## config.mk

```make
export PLATFORM = sky130hd
export DESIGN_NAME = alu_multdiv_seq
export DESIGN_NICKNAME = d
export VERILOG_FILES = /design/src/rtl/alu_multdiv_seq.sv
export SDC_FILE = /design/constraint.sdc
export NUM_CORES = 2
export LEC_CHECK = 0
export ABC_AREA = 1
export BUFFER_PORTS_ARGS = -buffer_cell sky130_fd_sc_hd__buf_2
export CAP_MARGIN = 20
export CORE_MARGIN = 2
export CORE_UTILIZATION = 45
export CTS_BUF_LIST = sky130_fd_sc_hd__clkbuf_16
export DETAILED_ROUTE_END_ITERATION = 8
export SLEW_MARGIN = 20
export SYNTH_ARGS = -nofsm -noshare
export SYNTH_HDL_FRONTEND = slang
export SYNTH_SLANG_ARGS = --single-unit
```

## constraint.sdc

```tcl
create_clock -name clock -period 22.9 [get_ports clock]
set_input_delay 3.435 -clock clock [delete_from_list [all_inputs] [get_ports clock]]
set_output_delay 3.435 -clock clock [all_outputs]
set_load 0.1 [all_outputs]
```

## src/rtl/alu_multdiv_seq.sv

```systemverilog
// Registered execute unit: single-cycle add/sub/and/or/sll/sra plus iterative signed mul/div.
// Build option ALU_BOOTH4_EN: radix-4 Booth multiplier (WIDTH/2 cycles) instead of radix-2 shift-add.
//
// state   | meaning
// IDLE    | waiting for ctrl_start
// RUN_MUL | multiply iterations in progress (busy=1)
// RUN_DIV | restoring-divide iterations in progress (busy=1)
// DONE    | result and flags valid, data_resultRDY=1; may accept a new op
module alu_multdiv_seq #(
    parameter int WIDTH   = 32,
    parameter int SHAMT_W = 5
) (
    input  logic               clock,
    input  logic               reset,
    input  logic               ctrl_start,
    input  logic [4:0]         ctrl_ALUopcode,
    input  logic [SHAMT_W-1:0] ctrl_shiftamt,
    input  logic [WIDTH-1:0]   data_operandA,
    input  logic [WIDTH-1:0]   data_operandB,
    output logic [WIDTH-1:0]   data_result,
    output logic               data_resultRDY,
    output logic               busy,
    output logic               isNotEqual,
    output logic               isLessThan,
    output logic               overflow,
    output logic               data_exception
);
    localparam int W2 = 2 * WIDTH;
`ifdef ALU_BOOTH4_EN
    localparam int MUL_ITER = WIDTH / 2;
`else
    localparam int MUL_ITER = WIDTH;
`endif
    // The accept edge performs the first iteration, so the counter covers the rest.
    localparam logic [SHAMT_W-1:0] MUL_CNT0 = SHAMT_W'(MUL_ITER - 2);
    localparam logic [SHAMT_W-1:0] DIV_CNT0 = SHAMT_W'(WIDTH - 2);
    localparam logic [WIDTH-1:0]   MIN_VAL  = {1'b1, {(WIDTH-1){1'b0}}};

    localparam logic [4:0] OP_ADD = 5'b00000, OP_SUB = 5'b00001, OP_AND = 5'b00010,
                           OP_OR  = 5'b00011, OP_SLL = 5'b00100, OP_SRA = 5'b00101,
                           OP_MUL = 5'b00110, OP_DIV = 5'b00111;

    typedef enum logic [1:0] {S_IDLE, S_RUN_MUL, S_RUN_DIV, S_DONE} state_t;
    state_t state, state_n;

    logic [SHAMT_W-1:0] cnt, cnt_n;
    logic [WIDTH-1:0]   a_q, b_q;
    logic [W2-1:0]      acc, mcand;
    logic [WIDTH:0]     mplier;
    logic [WIDTH-1:0]   rem, quo;

    logic accept;
    assign busy           = (state == S_RUN_MUL) || (state == S_RUN_DIV);
    assign data_resultRDY = (state == S_DONE);
    assign accept         = ctrl_start && !busy;

    // Operands come straight from the inputs on accept, from the captured copies afterwards.
    logic [WIDTH-1:0] src_a, src_b, abs_a, abs_b;
    logic             src_neg;
    assign src_a   = accept ? data_operandA : a_q;
    assign src_b   = accept ? data_operandB : b_q;
    assign abs_a   = src_a[WIDTH-1] ? -src_a : src_a;
    assign abs_b   = src_b[WIDTH-1] ? -src_b : src_b;
    assign src_neg = src_a[WIDTH-1] ^ src_b[WIDTH-1];

    logic [WIDTH-1:0]        add_res, sub_res, sll_res, sra_res;
    logic signed [WIDTH-1:0] a_sgn;
    logic                    add_ov, sub_ov, is_ne, is_lt, div_zero, min_neg1;
    assign a_sgn    = src_a;
    assign add_res  = src_a + src_b;
    assign sub_res  = src_a - src_b;
    assign sll_res  = src_a << ctrl_shiftamt;
    assign sra_res  = a_sgn >>> ctrl_shiftamt;
    assign add_ov   = (src_a[WIDTH-1] == src_b[WIDTH-1]) && (add_res[WIDTH-1] != src_a[WIDTH-1]);
    assign sub_ov   = (src_a[WIDTH-1] != src_b[WIDTH-1]) && (sub_res[WIDTH-1] != src_a[WIDTH-1]);
    assign is_ne    = (sub_res != '0);
    assign is_lt    = sub_res[WIDTH-1] ^ sub_ov;
    assign div_zero = (src_b == '0);
    assign min_neg1 = (src_a == MIN_VAL) && (src_b == '1);

    logic [W2-1:0]    m_acc_s, m_mcand_s, m_acc_n, m_mcand_n, mul_prod;
    logic [WIDTH:0]   m_mplier_s, m_mplier_n;
    logic [WIDTH-1:0] d_rem_s, d_quo_s, d_rem_n, d_quo_n, div_quot;
    logic [WIDTH:0]   d_sh, d_trial;
    logic             mul_ov;

    always_comb begin
        m_acc_s    = acc;
        m_mcand_s  = mcand;
        m_mplier_s = mplier;
        d_rem_s    = rem;
        d_quo_s    = quo;
        if (accept) begin
            m_acc_s    = '0;
`ifdef ALU_BOOTH4_EN
            m_mcand_s  = {{WIDTH{src_a[WIDTH-1]}}, src_a};
            m_mplier_s = {src_b, 1'b0};
`else
            m_mcand_s  = {{WIDTH{1'b0}}, abs_a};
            m_mplier_s = {1'b0, abs_b};
`endif
            d_rem_s    = '0;
            d_quo_s    = abs_a;
        end
    end

`ifdef ALU_BOOTH4_EN
    logic [W2-1:0] booth_pp;
    always_comb begin
        booth_pp = '0;
        case (m_mplier_s[2:0])
            3'b001, 3'b010: booth_pp = m_mcand_s;
            3'b011:         booth_pp = m_mcand_s << 1;
            3'b100:         booth_pp = -(m_mcand_s << 1);
            3'b101, 3'b110: booth_pp = -m_mcand_s;
            default:        booth_pp = '0;
        endcase
    end
    assign m_acc_n    = m_acc_s + booth_pp;
    assign m_mcand_n  = m_mcand_s << 2;
    assign m_mplier_n = {{2{m_mplier_s[WIDTH]}}, m_mplier_s[WIDTH:2]};
    assign mul_prod   = m_acc_n;
`else
    assign m_acc_n    = m_acc_s + (m_mplier_s[0] ? m_mcand_s : '0);
    assign m_mcand_n  = m_mcand_s << 1;
    assign m_mplier_n = m_mplier_s >> 1;
    assign mul_prod   = src_neg ? -m_acc_n : m_acc_n;
`endif
    assign mul_ov = !((&mul_prod[W2-1:WIDTH-1]) || !(|mul_prod[W2-1:WIDTH-1]));

    // Partial remainder stays below |B| <= 2^(WIDTH-1), so the shifted value fits WIDTH bits
    // and bit WIDTH of the trial subtraction is the borrow.
    assign d_sh     = {d_rem_s, d_quo_s[WIDTH-1]};
    assign d_trial  = d_sh - {1'b0, abs_b};
    assign d_rem_n  = d_trial[WIDTH] ? d_sh[WIDTH-1:0] : d_trial[WIDTH-1:0];
    assign d_quo_n  = {d_quo_s[WIDTH-2:0], !d_trial[WIDTH]};
    assign div_quot = src_neg ? -d_quo_n : d_quo_n;

    logic             wr, ovf_n, exc_n;
    logic [WIDTH-1:0] res_n;

    always_comb begin
        state_n = state;
        cnt_n   = cnt;
        wr      = 1'b0;
        res_n   = '0;
        ovf_n   = 1'b0;
        exc_n   = 1'b0;
        if (accept) begin
            wr      = 1'b1;
            state_n = S_DONE;
            case (ctrl_ALUopcode)
                OP_ADD: begin res_n = add_res; ovf_n = add_ov; end
                OP_SUB: begin res_n = sub_res; ovf_n = sub_ov; end
                OP_AND: res_n = src_a & src_b;
                OP_OR:  res_n = src_a | src_b;
                OP_SLL: res_n = sll_res;
                OP_SRA: res_n = sra_res;
                OP_MUL: begin
                    wr      = 1'b0;
                    state_n = S_RUN_MUL;
                    cnt_n   = MUL_CNT0;
                end
                OP_DIV: begin
                    if (div_zero) begin
                        exc_n = 1'b1;
                    end else begin
                        wr      = 1'b0;
                        state_n = S_RUN_DIV;
                        cnt_n   = DIV_CNT0;
                    end
                end
                default: exc_n = 1'b1;
            endcase
        end else begin
            case (state)
                S_RUN_MUL, S_RUN_DIV: begin
                    if (cnt == '0) begin
                        wr      = 1'b1;
                        state_n = S_DONE;
                        res_n   = (state == S_RUN_MUL) ? mul_prod[WIDTH-1:0] : div_quot;
                        ovf_n   = (state == S_RUN_MUL) ? mul_ov : min_neg1;
                    end else begin
                        cnt_n = cnt - SHAMT_W'(1);
                    end
                end
                S_DONE:  state_n = S_IDLE;
                default: state_n = S_IDLE;
            endcase
        end
    end

    always_ff @(posedge clock or posedge reset) begin
        if (reset) state <= S_IDLE;
        else       state <= state_n;
    end

    always_ff @(posedge clock or posedge reset) begin
        if (reset) begin
            cnt            <= '0;
            a_q            <= '0;
            b_q            <= '0;
            acc            <= '0;
            mcand          <= '0;
            mplier         <= '0;
            rem            <= '0;
            quo            <= '0;
            data_result    <= '0;
            isNotEqual     <= 1'b0;
            isLessThan     <= 1'b0;
            overflow       <= 1'b0;
            data_exception <= 1'b0;
        end else begin
            cnt <= cnt_n;
            if (accept) begin
                a_q <= data_operandA;
                b_q <= data_operandB;
            end
            if (accept || busy) begin
                acc    <= m_acc_n;
                mcand  <= m_mcand_n;
                mplier <= m_mplier_n;
                rem    <= d_rem_n;
                quo    <= d_quo_n;
            end
            if (wr) begin
                data_result    <= res_n;
                overflow       <= ovf_n;
                data_exception <= exc_n;
                isNotEqual     <= is_ne;
                isLessThan     <= is_lt;
            end
        end
    end
endmodule

```

==> results.json <==
{
  "route.final.wire_length_mm": 160,
  "core_area_um2": 77700,
  "final_critical_path_setup_slack_ps": 11410,
  "placed_cell_area_um2": 36800,
  "syn_area_um2": 35400,
  "grt_pass1_vias": 36100,
  "vias": 39800,
  "die_w_um": 285,
  "synthMuxAreaShare": 0.00169,
  "drive_gt1_frac": 0.0849,
  "synthesis.nets": 6142,
  "setup_viol": 0,
  "cp.required_ps": 23380,
  "ys_ff_latch": 329,
  "start_util": 0.456,
  "fin_area_um2": 38100,
  "syn2layout_area_growth_pct": 7.63,
  "ys.flop_type": "dfrtp_1",
  "dp_hpwl_mm": 128,
  "drt_iter0_markers": 4756,
  "rsz0062_at_grt": "false",
  "highest_layer": "met5",
  "clock-sinks": 329,
  "start_kind": "input pin",
  "rows": 102,
  "wl_met2_mm": 65.1,
  "critical-path-max-stage-delay_ps": 680,
  "route.layer.met1.wl_mm": 71.7,
  "routed-wl-met3_mm": 16.0,
  "io_pins": 115,
  "critPathSlowestCell": "inv_8",
  "hold_viol": 0,
  "clkSlewWorstSetupHoldPaths_ps": 50,
  "grt_pass1_wl_mm": 236,
  "synthSimpleGateAreaFrac": 0.363,
  "place_ws_ps": 10900,
  "fin_nets": 6134,
  "synth_top_area_share": 0.232,
  "startpoint": "ctrl_start",
  "critPathKind": "input pin to register",
  "gr-total-overflow": 0,
  "yosys.area_share.adder": 0.0731,
  "drtPass1Iterations": 7,
  "period_share": 0.502,
  "drc": 0,
  "synth-edff-count": 0,
  "fillers": 8484,
  "syn_avg_cell_area_um2": 6.05,
  "min-delay-start": "cnt[0]",
  "post_cts_buffers": 0,
  "cts_tree": "done",
  "yosys_warnings": 0,
  "io_buffer_count": 114,
  "rr_startpoint": "state[0]",
  "worst_slew_pin_slew_ps": 1270,
  "wl_per_cell_um": 23.1,
  "gr-usage-all-layers": 0.385,
  "finalMaxSlewViolations": 0,
  "synth-xor-area-share": 0.0222,
  "htree_levels": 2,
  "cts_buffer_depth": 3,
  "grt_max_degree": 163,
  "dieArea_um2": 81000,
  "worstPathArrival_ps": 11970,
  "yosysSeqAreaShare": 0.232,
  "layout_min_cycle_time_ps": 11490,
  "finalSetupTns_ps": 0,
  "cts_buffers": 43,
  "crit_fanout": 94,
  "outcome": "finished, final reports clean",
  "clk_latency_ps": 610,
  "hold_class": "register to register",
  "synth_top_area_cell": "dfrtp_1",
  "viasPerCell": 5.75,
  "cts_root_buffer": "clkbuf_16",
  "yosysUniqueCellTypes": 73,
  "synth_area_leaders": "dfrtp_1 (23%), nand2_1 (18%), inv_1 (8.3%)",
  "clock_skew_ps": 38.6,
  "die_y_um": 285,
  "cp-end-kind": "register",
  "async_reset_ff_frac": 1.00,
  "antenna_found_initial": 3,
  "synth_top_family_by_area": "simple AND/OR/NAND/NOR gates",
  "drv_cap": 0,
  "final_util": 0.491,
  "synth_compound_area_frac": 0.191,
  "relSlewSlack": 0.156,
  "timing.fmax_mhz": 87.0,
  "synth_cells": 5861,
  "ant_nets": 0,
  "ctsResizeCount": 0,
  "place.gp.congestion": 1.06,
  "postCtsHoldBufs": 0,
  "cpMostUsedCell": "nand2_1"
}
metrics by stage:
stage / std cells / hold slack (ps)
final: 6927 / 469
after global placement: 6848 / 453
after detailed placement: 6848 / 463
after CTS: 6926 / 470
after floorplan: 5861 / 437
after global routing: 6926 / 492
state kept, by name (all words and copies together), names as in the netlist:
register / cells
a_q: 32
acc: 64
b_q: 32
cnt: 5
data_exception: 1
data_result: 32
isLessThan: 1
isNotEqual: 1
mcand: 63
mplier: 31
overflow: 1
quo: 32
rem: 32
state: 2
cells by family (layout without fill, tap and decap cells):
kind of cell    Yosys count  after routing
other cells               0              1
xor+xnor                 89             89
mux                       6              6
flops                   329            329
fa+ha+maj               204            204
compound gates         1145           1145
simple gates           3029           3029
buf+inv                1059           1084
path summary, 6_finish.rpt:
kind,endpoint,slack (ps),depth (start not counted)
worst max-delay path,data_result[24],11410,41
worst min-delay path,cnt[0],470,1
worst max register to register,data_result[24],13630,41
worst min register to register,cnt[0],470,1
max in group asynchronous,mcand[20],17450,4
min in group asynchronous,acc[48],2990,2
synth_stat cells (17+ instances only):
cell and n:
a21oi_1 272, o211ai_1 79, xor2_1 74, nor3_1 44, clkbuf_1 145, o22ai_1 42
ha_1 199, o21ai_0 482, o221ai_1 19, o21bai_1 19, nand3b_1 17, inv_1 780
nor2_1 575, a31oi_1 28, inv_2 49, nand3_2 18, or2_2 35, nand3_1 414
o21ai_1 53, o21ai_2 44, nor2_2 29, buf_1 40, dfrtp_1 329, nand2_2 32
nand2_1 1728, nand4_1 65, buf_2 18
routing by layer:
layer,track usage,vias to the layer above
met5,0,-
met4,0.156,6
met3,0.0823,268
met2,0.555,1895
met1,0.552,18700
li1,-,19000
worst max-delay path, delay by kind of cell:
family	cells	cell delay, ps
compound gates	5	1350
fa+ha+maj	3	660
buf+inv	8	2330
simple gates	25	4080
layout make-up:
| cell class | count | area [um^2] | share of cell area |
|---|---|---|---|
| multi-input cells | 4473 | 23100 | 0.606 |
| flip-flops and latches | 329 | 8230 | 0.216 |
| inverters | 842 | 3180 | 0.0834 |
| well taps | 1040 | 1300 | 0.0341 |
| clock buffers | 43 | 1080 | 0.0282 |
| repair buffers | 164 | 958 | 0.0251 |
| clock inverters | 35 | 264 | 0.00692 |
| diodes | 1 | 2.50 | 0.0000656 |
cells in the final DEF (no fill, tap or decap), types with 55 or more instances in the layout:
cell / netlist / final
a21oi_1: 272 / 272
buf_2: 18 / 114
dfrtp_1: 329 / 329
ha_1: 199 / 197
inv_1: 780 / 787
nand2_1: 1728 / 1727
nand3_1: 414 / 414
nand4_1: 65 / 65
nor2_1: 575 / 571
o211ai_1: 79 / 79
o21ai_0: 482 / 480
o21ai_1: 53 / 55
xor2_1: 74 / 74
Power is not shown: default switching activity piles up to over one toggle a cycle in this logic, so the estimate is an artifact.
